==> src/rtl/axi_lite_arbiter.sv <==
// -----------------------------------------------------------------------------
// axi_lite_arbiter
//
// Shares one AXI4-Lite slave port between two AXI4-Lite masters. Only one
// transaction (read or write) is in flight at a time. The masters are served
// round-robin. Within one master, a pending write goes ahead of a pending read.
//
// Ports (per-master vectors pack master 1 above master 0):
//   aclk, areset                  clock, asynchronous active-high reset
//   m_aw*/m_w*/m_b*/m_ar*/m_r*    master-side AXI4-Lite channels
//   s_aw*/s_w*/s_b*/s_ar*/s_r*    slave-side AXI4-Lite channels
//   grant                         one-hot owner of the slave port, 0 when idle
//   busy                          high while a transaction owns the slave port
// -----------------------------------------------------------------------------
module axi_lite_arbiter #(
    parameter int ADDR_WIDTH = 32,
    parameter int DATA_WIDTH = 32
) (
    input  logic                          aclk,
    input  logic                          areset,

    input  logic [2*ADDR_WIDTH-1:0]       m_awaddr,
    input  logic [1:0]                    m_awvalid,
    output logic [1:0]                    m_awready,
    input  logic [2*DATA_WIDTH-1:0]       m_wdata,
    input  logic [2*(DATA_WIDTH/8)-1:0]   m_wstrb,
    input  logic [1:0]                    m_wvalid,
    output logic [1:0]                    m_wready,
    output logic [3:0]                    m_bresp,
    output logic [1:0]                    m_bvalid,
    input  logic [1:0]                    m_bready,
    input  logic [2*ADDR_WIDTH-1:0]       m_araddr,
    input  logic [1:0]                    m_arvalid,
    output logic [1:0]                    m_arready,
    output logic [2*DATA_WIDTH-1:0]       m_rdata,
    output logic [3:0]                    m_rresp,
    output logic [1:0]                    m_rvalid,
    input  logic [1:0]                    m_rready,

    output logic [ADDR_WIDTH-1:0]         s_awaddr,
    output logic                          s_awvalid,
    input  logic                          s_awready,
    output logic [DATA_WIDTH-1:0]         s_wdata,
    output logic [DATA_WIDTH/8-1:0]       s_wstrb,
    output logic                          s_wvalid,
    input  logic                          s_wready,
    input  logic [1:0]                    s_bresp,
    input  logic                          s_bvalid,
    output logic                          s_bready,
    output logic [ADDR_WIDTH-1:0]         s_araddr,
    output logic                          s_arvalid,
    input  logic                          s_arready,
    input  logic [DATA_WIDTH-1:0]         s_rdata,
    input  logic [1:0]                    s_rresp,
    input  logic                          s_rvalid,
    output logic                          s_rready,

    output logic [1:0]                    grant,
    output logic                          busy
);

    typedef enum logic [2:0] {
        IDLE,
        WADDR,
        WRESP,
        RADDR,
        RDATA
    } state_t;

    state_t state_q, state_d;
    logic   g_q, g_d;
    logic   prio_q, prio_d;
    logic   awDone_q, awDone_d;
    logic   wDone_q, wDone_d;

    logic [1:0] wreq;
    logic [1:0] req;
    logic       reqSel;
    logic       awNow;
    logic       wNow;

    logic                    selAwready;
    logic                    selWready;
    logic                    selBvalid;
    logic [1:0]              selBresp;
    logic                    selArready;
    logic                    selRvalid;
    logic [DATA_WIDTH-1:0]   selRdata;
    logic [1:0]              selRresp;

    // A write only counts as a request once both its address and its data
    // are offered, so a master is never parked in WADDR waiting on itself.
    assign wreq = m_awvalid & m_wvalid;
    assign req  = wreq | m_arvalid;

    // State register. Reset abandons any in-flight transaction immediately.
    always_ff @(posedge aclk or posedge areset) begin
        if (areset) begin
            state_q  <= IDLE;
            g_q      <= 1'b0;
            prio_q   <= 1'b0;
            awDone_q <= 1'b0;
            wDone_q  <= 1'b0;
        end else begin
            state_q  <= state_d;
            g_q      <= g_d;
            prio_q   <= prio_d;
            awDone_q <= awDone_d;
            wDone_q  <= wDone_d;
        end
    end

    // Next-state logic: arbitration in IDLE, then walk the channel phases of
    // the granted transaction. Priority flips to the other master only when a
    // transaction actually completes.
    always_comb begin
        state_d  = state_q;
        g_d      = g_q;
        prio_d   = prio_q;
        awDone_d = awDone_q;
        wDone_d  = wDone_q;
        reqSel   = 1'b0;
        awNow    = awDone_q | (s_awvalid & s_awready);
        wNow     = wDone_q | (s_wvalid & s_wready);

        case (state_q)
            IDLE: begin
                if (req != 2'b00) begin
                    reqSel  = (req == 2'b11) ? prio_q : req[1];
                    g_d     = reqSel;
                    state_d = wreq[reqSel] ? WADDR : RADDR;
                end
            end
            WADDR: begin
                // AW and W may complete in either order or together; the done
                // flags keep each channel from being presented twice.
                if (awNow && wNow) begin
                    state_d  = WRESP;
                    awDone_d = 1'b0;
                    wDone_d  = 1'b0;
                end else begin
                    awDone_d = awNow;
                    wDone_d  = wNow;
                end
            end
            WRESP: begin
                if (s_bvalid && s_bready) begin
                    state_d = IDLE;
                    prio_d  = ~g_q;
                end
            end
            RADDR: begin
                if (s_arvalid && s_arready) begin
                    state_d = RDATA;
                end
            end
            RDATA: begin
                if (s_rvalid && s_rready) begin
                    state_d = IDLE;
                    prio_d  = ~g_q;
                end
            end
            default: state_d = IDLE;
        endcase
    end

    // Slave-side outputs and the granted master's return path. Only the
    // channels of the current phase are opened, so a stray B or R from the
    // slave outside its phase never reaches a master.
    always_comb begin
        busy       = (state_q != IDLE);
        grant      = busy ? (g_q ? 2'b10 : 2'b01) : 2'b00;

        s_awaddr   = '0;
        s_wdata    = '0;
        s_wstrb    = '0;
        s_araddr   = '0;
        s_awvalid  = 1'b0;
        s_wvalid   = 1'b0;
        s_bready   = 1'b0;
        s_arvalid  = 1'b0;
        s_rready   = 1'b0;

        selAwready = 1'b0;
        selWready  = 1'b0;
        selBvalid  = 1'b0;
        selBresp   = 2'b00;
        selArready = 1'b0;
        selRvalid  = 1'b0;
        selRdata   = '0;
        selRresp   = 2'b00;

        if (busy) begin
            s_awaddr = g_q ? m_awaddr[2*ADDR_WIDTH-1:ADDR_WIDTH] : m_awaddr[ADDR_WIDTH-1:0];
            s_wdata  = g_q ? m_wdata[2*DATA_WIDTH-1:DATA_WIDTH] : m_wdata[DATA_WIDTH-1:0];
            s_wstrb  = g_q ? m_wstrb[2*(DATA_WIDTH/8)-1:DATA_WIDTH/8] : m_wstrb[DATA_WIDTH/8-1:0];
            s_araddr = g_q ? m_araddr[2*ADDR_WIDTH-1:ADDR_WIDTH] : m_araddr[ADDR_WIDTH-1:0];
        end

        case (state_q)
            WADDR: begin
                s_awvalid  = m_awvalid[g_q] & ~awDone_q;
                s_wvalid   = m_wvalid[g_q] & ~wDone_q;
                selAwready = s_awready & ~awDone_q;
                selWready  = s_wready & ~wDone_q;
            end
            WRESP: begin
                s_bready  = m_bready[g_q];
                selBvalid = s_bvalid;
                selBresp  = s_bresp;
            end
            RADDR: begin
                s_arvalid  = m_arvalid[g_q];
                selArready = s_arready;
            end
            RDATA: begin
                s_rready  = m_rready[g_q];
                selRvalid = s_rvalid;
                selRdata  = s_rdata;
                selRresp  = s_rresp;
            end
            default: ;
        endcase
    end

    // Steer the return path to the granted master; the other master sees
    // zeros on every ready, valid, response and data lane.
    always_comb begin
        m_awready = {selAwready & g_q, selAwready & ~g_q};
        m_wready  = {selWready & g_q, selWready & ~g_q};
        m_bvalid  = {selBvalid & g_q, selBvalid & ~g_q};
        m_arready = {selArready & g_q, selArready & ~g_q};
        m_rvalid  = {selRvalid & g_q, selRvalid & ~g_q};
        m_bresp   = g_q ? {selBresp, 2'b00} : {2'b00, selBresp};
        m_rresp   = g_q ? {selRresp, 2'b00} : {2'b00, selRresp};
        m_rdata   = g_q ? {selRdata, {DATA_WIDTH{1'b0}}} : {{DATA_WIDTH{1'b0}}, selRdata};
    end

endmodule

==> config.mk <==
export PLATFORM = sky130hd
export DESIGN_NAME = axi_lite_arbiter
export DESIGN_NICKNAME = d
export VERILOG_FILES = /design/src/rtl/axi_lite_arbiter.sv
export SDC_FILE = /design/constraint.sdc
export NUM_CORES = 1
export LEC_CHECK = 0
export ABC_AREA = 1
export BUFFER_PORTS_ARGS = -buffer_cell sky130_fd_sc_hd__clkbuf_2
export CAP_MARGIN = 25
export CORE_AREA = 10 10 166 168
export DETAILED_ROUTE_END_ITERATION = 10
export DIE_AREA = 0 0 176 178
export PLACE_DENSITY_LB_ADDON = 0.08
export SKIP_LAST_GASP = 1
export SYNTH_ARGS = -nofsm -noshare
export SYNTH_HDL_FRONTEND = slang
export SYNTH_SLANG_ARGS = --single-unit
==> constraint.sdc <==
create_clock -name aclk -period 2.5 [get_ports aclk]
set_input_delay 0 -clock aclk [delete_from_list [all_inputs] [get_ports aclk]]
set_output_delay 0 -clock aclk [all_outputs]
set_load 0.005 [all_outputs]
==> summary.txt, run 1 <==
Outcome
  • Status: complete, no violations

Timing
  • Worst-Margin Slew: 0.631 ns
  • Layout Skew: 0.00237 ns
  • Final hold violation count: 0
  • Final min period: 2.20 ns
  • Final setup violation count: 0
  • Period utilization: 0.879
  • RSZ-0062 raised after global routing: false
  • Final Max Slew Viols: 0
  • Max Fclk: 455 MHz
  • Total negative setup slack: 0 ns
  • Final Worst Setup Slack: 0.302 ns
  • Slew HR: 0.580

Drt
  • Routed met3 length: 2510 um
  • DRC Markers: 0
  • DR top layer: met5
  • Routed length per placed instance: 19.2 um
  • Met2 routed WL: 11900 um
  • Starting DRT DRC Count: 269
  • Antenna-violating nets left: 0
  • DR vias/cell: 3.86
  • Pre-antenna DRT Iters: 4
  • Via count: 4660
  • Met1 Wirelength: 8670 um
  • Routed wire length: 23200 um

Floorplan
  • Core Rows: 57
  • Die Area: 31300 um^2
  • Die span in x: 176 um
  • Initial core utilization: 0.102
  • Num ports: 443
  • Die Y: 178 um
  • Core footprint: 24100 um^2

Worst setup path
  • Crit Path Category: reg2out
  • CP max FO: 57
  • Startpoint Class: register
  • R2r worst-path depth: 9
  • FF-to-FF End: state_q[0]
  • CP Data Required Time: 2.50 ns
  • CP startpoint: g_q
  • WP data arrival: 2.20 ns
  • Critical Path End Type: primary output
  • Crit path to: s_araddr[21]
  • Worst reg2reg startpoint: g_q
  • R2R Setup Slk: 0.76 ns

Worst hold path
  • Worst hold path class: in2reg

Yosys
  • Avg Cell Area, Syn: 5.30 um^2
  • Ys async rst share: 1.00
  • Synth Cell Area: 2460 um^2
  • Ys Warns: 0
  • Post-synth EDFFs: 0
  • Sequential fraction of the synthesis area: 0.0712
  • Cell accounting for the most synthesized area: a22oi_1
  • Syn Inst Count: 464
  • Unique masters post-synth: 23
  • Top post-synthesis cells by area: a22oi_1 31%, inv_1 24%, nor3_1 16%
  • Synthesized flop and latch total: 7
  • Share of the synthesized area in the top cell type: 0.305
  • Post-Syn Nets: 717
  • Ys flop type: dfrtp_1

Global route
  • Total congestion overflow: 0
  • Initial antenna violation count: 2
  • Largest net degree at the start of global routing: 58
  • Tot GR Track Use: 0.133
  • Global-route wire length before repair: 32300 um
  • Vias in the first global route: 4999

Power and ir drop
  • Worst vdd ir: 0.515 mV
  • Total Power: 4670 uW
  • Pleak: 0.00360 uW
  • Pwr dens: 920 nW/um^2

Placement
  • Dpl cells: 1201
  • DPL Wire Length: 20600 um
  • I/O Buffers: 442
  • Place WS: 0.495 ns
  • Routability cong.: 0.790

Final layout
  • Synth-to-Final Area Change: 106%
  • Nets: 1136
  • Layout cells sized above 1: 0.524
  • Non-filler cells, final: 1207

Flow run
  • Max Cap Viol: 0

Clock network
  • Reg clk slew, reported paths: 0.04 ns
  • CTS max path bufs: 2
  • Hold buffers post-CTS: 1
  • CTS buffer count: 3
  • Post-CTS Setup Repair Bufs: 0
  • Clk root buf: clkbuf_16
  • Clock latency on the worst-skew pair: 0.23 ns
  • H-tree levels: 1
  • CTS tree: yes
  • # clock sinks: 7
  • CTS resizes: 0
==> metal layers <==
layer  vias to the layer above  global-route usage
li1                       2338                   -
met1                      2044               0.136
met3                         6              0.0579
met4                         2              0.0127
met5                         -                   0
met2                       270               0.253
==> worst min path at each step <==
stage                          from         end  slack, ns  cells past startpoint
after floorplan              areset    awDone_q      -0.20                      1
after global placement       areset    awDone_q      -0.04                      2
after detailed placement     areset    awDone_q      -0.05                      2
after CTS                 s_arready  state_q[2]       0.03                      3
after global routing      s_arready  state_q[2]       0.06                      3
final                     s_arready  state_q[2]       0.02                      3
==> logic make-up (layout without fill, tap and decap cells) <==
logic type             count (synthesis)  in the layout  synth area share
DFF                                    7              7            0.0712
and+or+nand+nor                      148            148             0.275
AOI/OAI and AO/OA                    109            109             0.327
other                                  0              1                 0
buffers and inverters                200            618             0.327
==> per-stage QoR <==
| step | hold slack (ns) | area, um^2 | utilization |
|---|---|---|---|
| floorplan | -0.197 | 2460 | - |
| global placement | -0.0391 | 4980 | 0.207 |
| detailed placement | -0.0505 | 4980 | 0.207 |
| CTS | 0.0342 | 5070 | 0.210 |
| global route | 0.0599 | 5070 | 0.210 |
| finish | 0.0215 | 5070 | 0.210 |
==> worst max-delay path: stages, from the launching register on <==
cell	delay (ns)
dfrtp_2	0.57
inv_2	0.25
nor2_4	0.16
buf_4	0.51
a22oi_1	0.23
inv_1	0.09
clkbuf_2	0.11
==> power by group <==
part           switching, uW  leakage (uW)  internal, uW
clock network           60.4     0.0000382           212
registers               81.3     0.0000869           169
logic                   2570       0.00347          1580
==> registers in the layout, indices dropped and copies added (netlist names) <==
register,cells
prio_q,1
awDone_q,1
g_q,1
state_q,3
wDone_q,1
==> cells in the mapped netlist (4+ instances only) <==
cell and number:
nor3_1 80, inv_1 158, nand2_1 41, buf_1 6, o21ai_0 4, nand3_1 5
nor2_1 17, buf_2 15, dfrtp_1 7, buf_4 9, clkbuf_1 9, a22oi_1 100
==> placed cells by master (no fill, tap or decap), drive strengths merged, types with 4 or more instances in the layout <==
cell type and n:
a22oi 100, buf 10, clkbuf 446, dfrtp 7, inv 161, nand2 42
nand3 5, nor2 17, nor3 80, o21ai 4
==> area by class of cell <==
| class | instances | area (um^2) |
|---|---|---|
| clock buffers | 4 | 78.8 |
| inverters | 161 | 604 |
| multi-input cells | 257 | 1500 |
| fillers | 2931 | 19000 |
| well taps | 324 | 405 |
| diodes | 1 | 2.50 |
| repair buffers | 453 | 2310 |
| flip-flops and latches | 7 | 176 |
No activity file was read; power rests on OpenSTA's default activity.
==> inputs of run 2 (changes only) <==
- CELL_PAD_IN_SITES_DETAIL_PLACEMENT: not set -> 1
- CELL_PAD_IN_SITES_GLOBAL_PLACEMENT: not set -> 1
- CORE_AREA: 10 10 166 168 -> 10 10 164 166
- DIE_AREA: 0 0 176 178 -> 0 0 174 176
==> run 2 against run 1 <==
Die area shrank 2.2%. Fmax grew 12%. Setup slack gained 0.23 ns. Global-route usage grew 1.3 points. Critical endpoint is now s_awaddr[17]. Final area grew 0.39%. Count of clock-buffer cells in the layout is the same.
==> summary.txt, run 2 (synthesis gave the netlist of run 1 again) <==
Floorplan
  • Core footprint: 23800 um^2
  • Die Y: 176 um
  • Core Rows: 57
  • Die span in x: 174 um
  • Num ports: 443
  • Initial core utilization: 0.103
  • Die Area: 30600 um^2

Drt
  • Via count: 4763
  • Routed wire length: 24500 um
  • Starting DRT DRC Count: 171
  • DR vias/cell: 3.94
  • Pre-antenna DRT Iters: 4
  • Antenna-violating nets left: 0
  • DRC Markers: 0
  • Routed length per placed instance: 20.3 um

Worst setup path
  • Critical Path End Type: primary output
  • R2r worst-path depth: 7
  • Most common cell on crit path: buf_4
  • Slowest stage delay, CP: 0.41 ns
  • Crit path depth: 9
  • Slowest CP cell: dfrtp_1
  • CP delay by family, top: buffers and inverters
  • Startpoint Class: register
  • Critical path cell sequence: nor2_1 > nand2_2 > inv_2 > nor2_4 > buf_4 > buf_4 > a22oi_1 > inv_1 > clkbuf_2
  • Crit Path Category: reg2out
  • CP Data Required Time: 2.50 ns
  • Worst path buffer plus inverter count: 5
  • WP data arrival: 1.97 ns
  • CP max FO: 12

Worst hold path
  • Worst hold path class: in2reg
  • Hold Path Stages: 3

Timing
  • Layout Skew: 0.00168 ns
  • Final Max Slew Viols: 0
  • Period utilization: 0.787
  • Max Fclk: 508 MHz
  • Final min period: 1.97 ns
  • Final hold violation count: 0
  • Final Worst Setup Slack: 0.533 ns
  • Slew HR: 0.572
  • Total negative setup slack: 0 ns
  • Final setup violation count: 0
  • Worst-Margin Slew: 0.642 ns
  • Worst hold slack: 0.0313 ns
  • RSZ-0062 raised after global routing: false

Clock network
  • # clock sinks: 7
  • CTS max path bufs: 2
  • CTS buffer count: 3
  • Clock latency on the worst-skew pair: 0.23 ns
  • H-tree levels: 1
  • Clk root buf: clkbuf_16
  • CTS tree: yes
  • CTS resizes: 0
  • Reg clk slew, reported paths: 0.04 ns

Placement
  • Routability cong.: 0.793
  • Dpl cells: 1202
  • Placement Cell Area: 5000 um^2
  • Place WS: 0.734 ns
  • DPL Wire Length: 22000 um
  • I/O Buffers: 442

Final layout
  • Synth-to-Final Area Change: 107%
  • Post-route design area: 5090 um^2
  • Non-filler cells, final: 1208
  • Nets: 1137
  • Top reg by flops: state_q
  • Max reg flops: 3
  • Layout cells sized above 1: 0.524
  • Commonest non-fill, non-tap cells in the layout: 442 x clkbuf_2, 158 x inv_1, 100 x a22oi_1, 80 x nor3_1, 41 x nand2_1
  • Most common cell after layout, fill and taps aside: clkbuf_2

Power and ir drop
  • Pleak: 0.00361 uW
  • Worst vdd ir: 0.437 mV
  • Pwr dens: 929 nW/um^2

Outcome
  • Status: complete, no violations

Global route
  • Total congestion overflow: 0
  • Largest net degree at the start of global routing: 67
  • Tot GR Track Use: 0.146
  • Vias in the first global route: 5003
  • Global-route wire length before repair: 34200 um
  • Initial antenna violation count: 4

Flow run
  • Max Cap Viol: 0
## run 2: worst paths after layout
kind                            start      endpoint  slack (ns)
max                        state_q[0]  s_awaddr[17]        0.53
max in group asynchronous      areset           g_q        2.00
min in group asynchronous      areset    state_q[2]        0.25
min                         s_arready    state_q[2]        0.03
max reg2reg                       g_q    state_q[0]        0.86
min reg2reg                    prio_q        prio_q        0.52
## run 2: worst min-delay path: cells and delay by family
family                 cells  cell delay [ns]
buffers and inverters      1             0.11
and+or+nand+nor            2             0.11
## run 2: cell type report
class | instances | area [um^2]
well taps | 324 | 405
flip-flops and latches | 7 | 176
repair buffers | 454 | 2330
multi-input cells | 257 | 1500
diodes | 1 | 2.50
fillers | 3236 | 18700
inverters | 161 | 604
clock buffers | 4 | 78.8
## run 2: stage by stage
stage	utilization	power, uW
after floorplan	-	2440
after global placement	0.210	4670
after detailed placement	0.210	4640
after CTS	0.214	4920
after global routing	0.214	5250
final	0.214	4730
## run 2: repair_timing
action,4_1_cts,5_1_grt
hold buffers,1,0
endpoints found under the hold margin,7,0
buffers inserted,0,0
## run 2: metal layers
metal  wire length [um]  GRT usage
met1               9080      0.153
met2              12800      0.275
met3               2480     0.0617
met4                116     0.0125
met5                 36          0
## run 2: power breakdown
part	total [uW]	switching, uW	internal [uW]
sequential	219	49.9	169
clock	269	57.1	212
combinational	4240	2610	1630
==> inputs of run 3 (changes only) <==
- CORE_AREA: 10 10 164 166 -> 10 10 165 167
- DIE_AREA: 0 0 174 176 -> 0 0 175 177
- clock period: 2.5 -> 2.06 ns (I/O delays scaled with it)
==> run 3 against run 2 <==
Setup slack worse by 0.32 ns. Via count up 1.0%. Combinational power up 32%. Core utilization up 0.66 points. Final area up 3.7%. Critical path depth up 1. Wire length down 0.60%. Sequential power up 15%. Clock power up 25%. Cell count up 1.1%. Power up 30%.
==> summary.txt, run 3 (synthesis gave the netlist of run 1 again) <==
Outcome
  • Status: complete, no violations

Floorplan
  • Die span in x: 175 um
  • Core footprint: 24000 um^2
  • Num ports: 443
  • Initial core utilization: 0.103
  • Die Area: 31000 um^2
  • Die Y: 177 um
  • Core Rows: 57

Final layout
  • Top reg by flops: state_q
  • Most common cell after layout, fill and taps aside: clkbuf_2
  • Synth-to-Final Area Change: 115%
  • Commonest non-fill, non-tap cells in the layout: 442 x clkbuf_2, 158 x inv_1, 100 x a22oi_1, 80 x nor3_1, 41 x nand2_1
  • Layout cells sized above 1: 0.532
  • Ant diodes: 0
  • Final Util: 0.220
  • Max reg flops: 3
  • Nets: 1151

Worst hold path
  • Hold worst-path end: state_q[2]
  • HP Start: s_arready
  • Hold Path Stages: 3
  • Worst hold path class: in2reg

Power and ir drop
  • Total Power: 6170 uW
  • Clock share of power: 0.055
  • Sequential power share: 0.041
  • Internal Power: 2830 uW
  • Worst vdd ir: 0.339 mV
  • Switching power: 3350 uW
  • Pwr dens: 1170 nW/um^2
  • Combinational group share of total power: 0.905
  • Pleak: 0.00370 uW
  • Switch share: 0.542

Timing
  • Final min period: 1.85 ns
  • Final setup violation count: 0
  • Layout Skew: 0.00226 ns
  • Final Max Slew Viols: 0
  • Final hold violation count: 0
  • RSZ-0062 raised after global routing: false
  • Period utilization: 0.896
  • Worst-Margin Slew: 0.495 ns
  • Max Fclk: 541 MHz
  • Slew HR: 0.669

Worst setup path
  • Startpoint Class: register
  • Critical Path End Type: primary output
  • R2r worst-path depth: 10
  • Most common cell on crit path: buf_12
  • Critical path cell sequence: nor2_1 > nand2_2 > inv_2 > buf_4 > nor2_4 > buf_12 > buf_12 > a22oi_1 > inv_1 > clkbuf_2
  • CP max FO: 22
  • Crit Path Category: reg2out
  • Worst reg2reg startpoint: g_q
  • WP data arrival: 1.85 ns
  • FF-to-FF End: state_q[0]
  • CP Data Required Time: 2.06 ns
  • R2R Setup Slk: 0.29 ns
  • Slowest CP cell: dfrtp_1
  • CP startpoint: state_q[1]
  • Slowest stage delay, CP: 0.41 ns

Clock network
  • CTS max path bufs: 2
  • Clk root buf: clkbuf_16
  • CTS tree: yes
  • H-tree levels: 1
  • # clock sinks: 7
  • Clock latency on the worst-skew pair: 0.23 ns
  • CTS buffer count: 3
  • Reg clk slew, reported paths: 0.04 ns

Drt
  • Met2 routed WL: 13000 um
  • Routed met3 length: 2630 um
  • Routed length per placed instance: 20.0 um
  • Starting DRT DRC Count: 147
  • DR top layer: met5
  • Antenna-violating nets left: 0
  • Pre-antenna DRT Iters: 4
  • DRC Markers: 0
  • Routed wire length: 24400 um
  • Via count: 4812
  • DR vias/cell: 3.94
  • Met1 Wirelength: 8620 um

Global route
  • Initial antenna violation count: 2
  • Global-route wire length before repair: 34600 um
  • Tot GR Track Use: 0.145
  • Total congestion overflow: 0
  • Largest net degree at the start of global routing: 47
  • Vias in the first global route: 5108

Placement
  • DPL Wire Length: 21900 um
  • Routability cong.: 0.792
  • I/O Buffers: 442

Flow run
  • Max Cap Viol: 0
## run 3: changes by cell type in the layout (fill, tap and decap cells not counted)
cell	before	now
buf_6	0	1
buf_12	2	7
diode_2	1	0
buf_16	0	1
buf_4	9	15
nor2_2	0	1
## run 3: what timing repair did
action / CTS / global route
cloned: 1 / 0
hold buffers: 1 / 0
setup buffers: 0 / 5
pin swaps: 1 / 2
endpoints found under the hold margin: 7 / 0
resized for setup: 0 / 1
setup endpoints to repair: 44 / 83
## run 3: worst max-delay path: cells and delay by family (launching register included)
family | cells | cell delay [ns]
buf+inv | 6 | 0.74
compound gates | 1 | 0.20
simple gates | 3 | 0.25
flops | 1 | 0.41
## run 3: worst max-delay path by stage
stage                   to  slack [ns]  cells past startpoint
3_3_place_gp   s_wdata[22]       -0.03                      8
4_1_cts        s_wdata[21]       0.005                      9
2_1_floorplan   state_q[0]        0.77                      8
6_report       s_wdata[22]        0.21                     10
5_1_grt        m_rdata[52]        0.02                      7
3_5_place_dp   s_wdata[21]        0.15                      9
## run 3: power groups by stage
| stage | clock (uW) | sequential, uW | combinational [uW] |
|---|---|---|---|
| 5_1_grt | 352 | 261 | 6240 |
| 2_1_floorplan | 0 | 250 | 2720 |
| 6_report | 337 | 251 | 5580 |
| 4_1_cts | 346 | 251 | 5670 |
| 3_3_place_gp | 0 | 253 | 5610 |
| 3_5_place_dp | 0 | 252 | 5610 |
## run 3: stage by stage
step	setup slack, ns	hold slack, ns	TNS [ns]	area (um^2)	cells
floorplan	0.770	-0.197	0	2460	464
global placement	-0.0257	-0.0329	-0.559	5100	1209
detailed placement	0.147	-0.0312	0	5130	1210
CTS	0.00542	0.0363	0	5230	1216
global route	0.0162	0.0580	0	5280	1221
finish	0.213	0.0204	0	5280	1221
## run 3: area by class of cell
type                            count  area, um^2
Sequential cell                     7         176
Fill cell                        3197       18700
Inverter                          161         604
Timing Repair Buffer              467        2510
Multi-Input combinational cell    258        1500
Clock buffer                        4        78.8
Tap cell                          324         405
## run 3: layer usage
layer,track usage,vias up
met2,0.284,254
met1,0.142,2176
li1,-,2369
met5,0,-
met4,0.0106,4
met3,0.0636,9
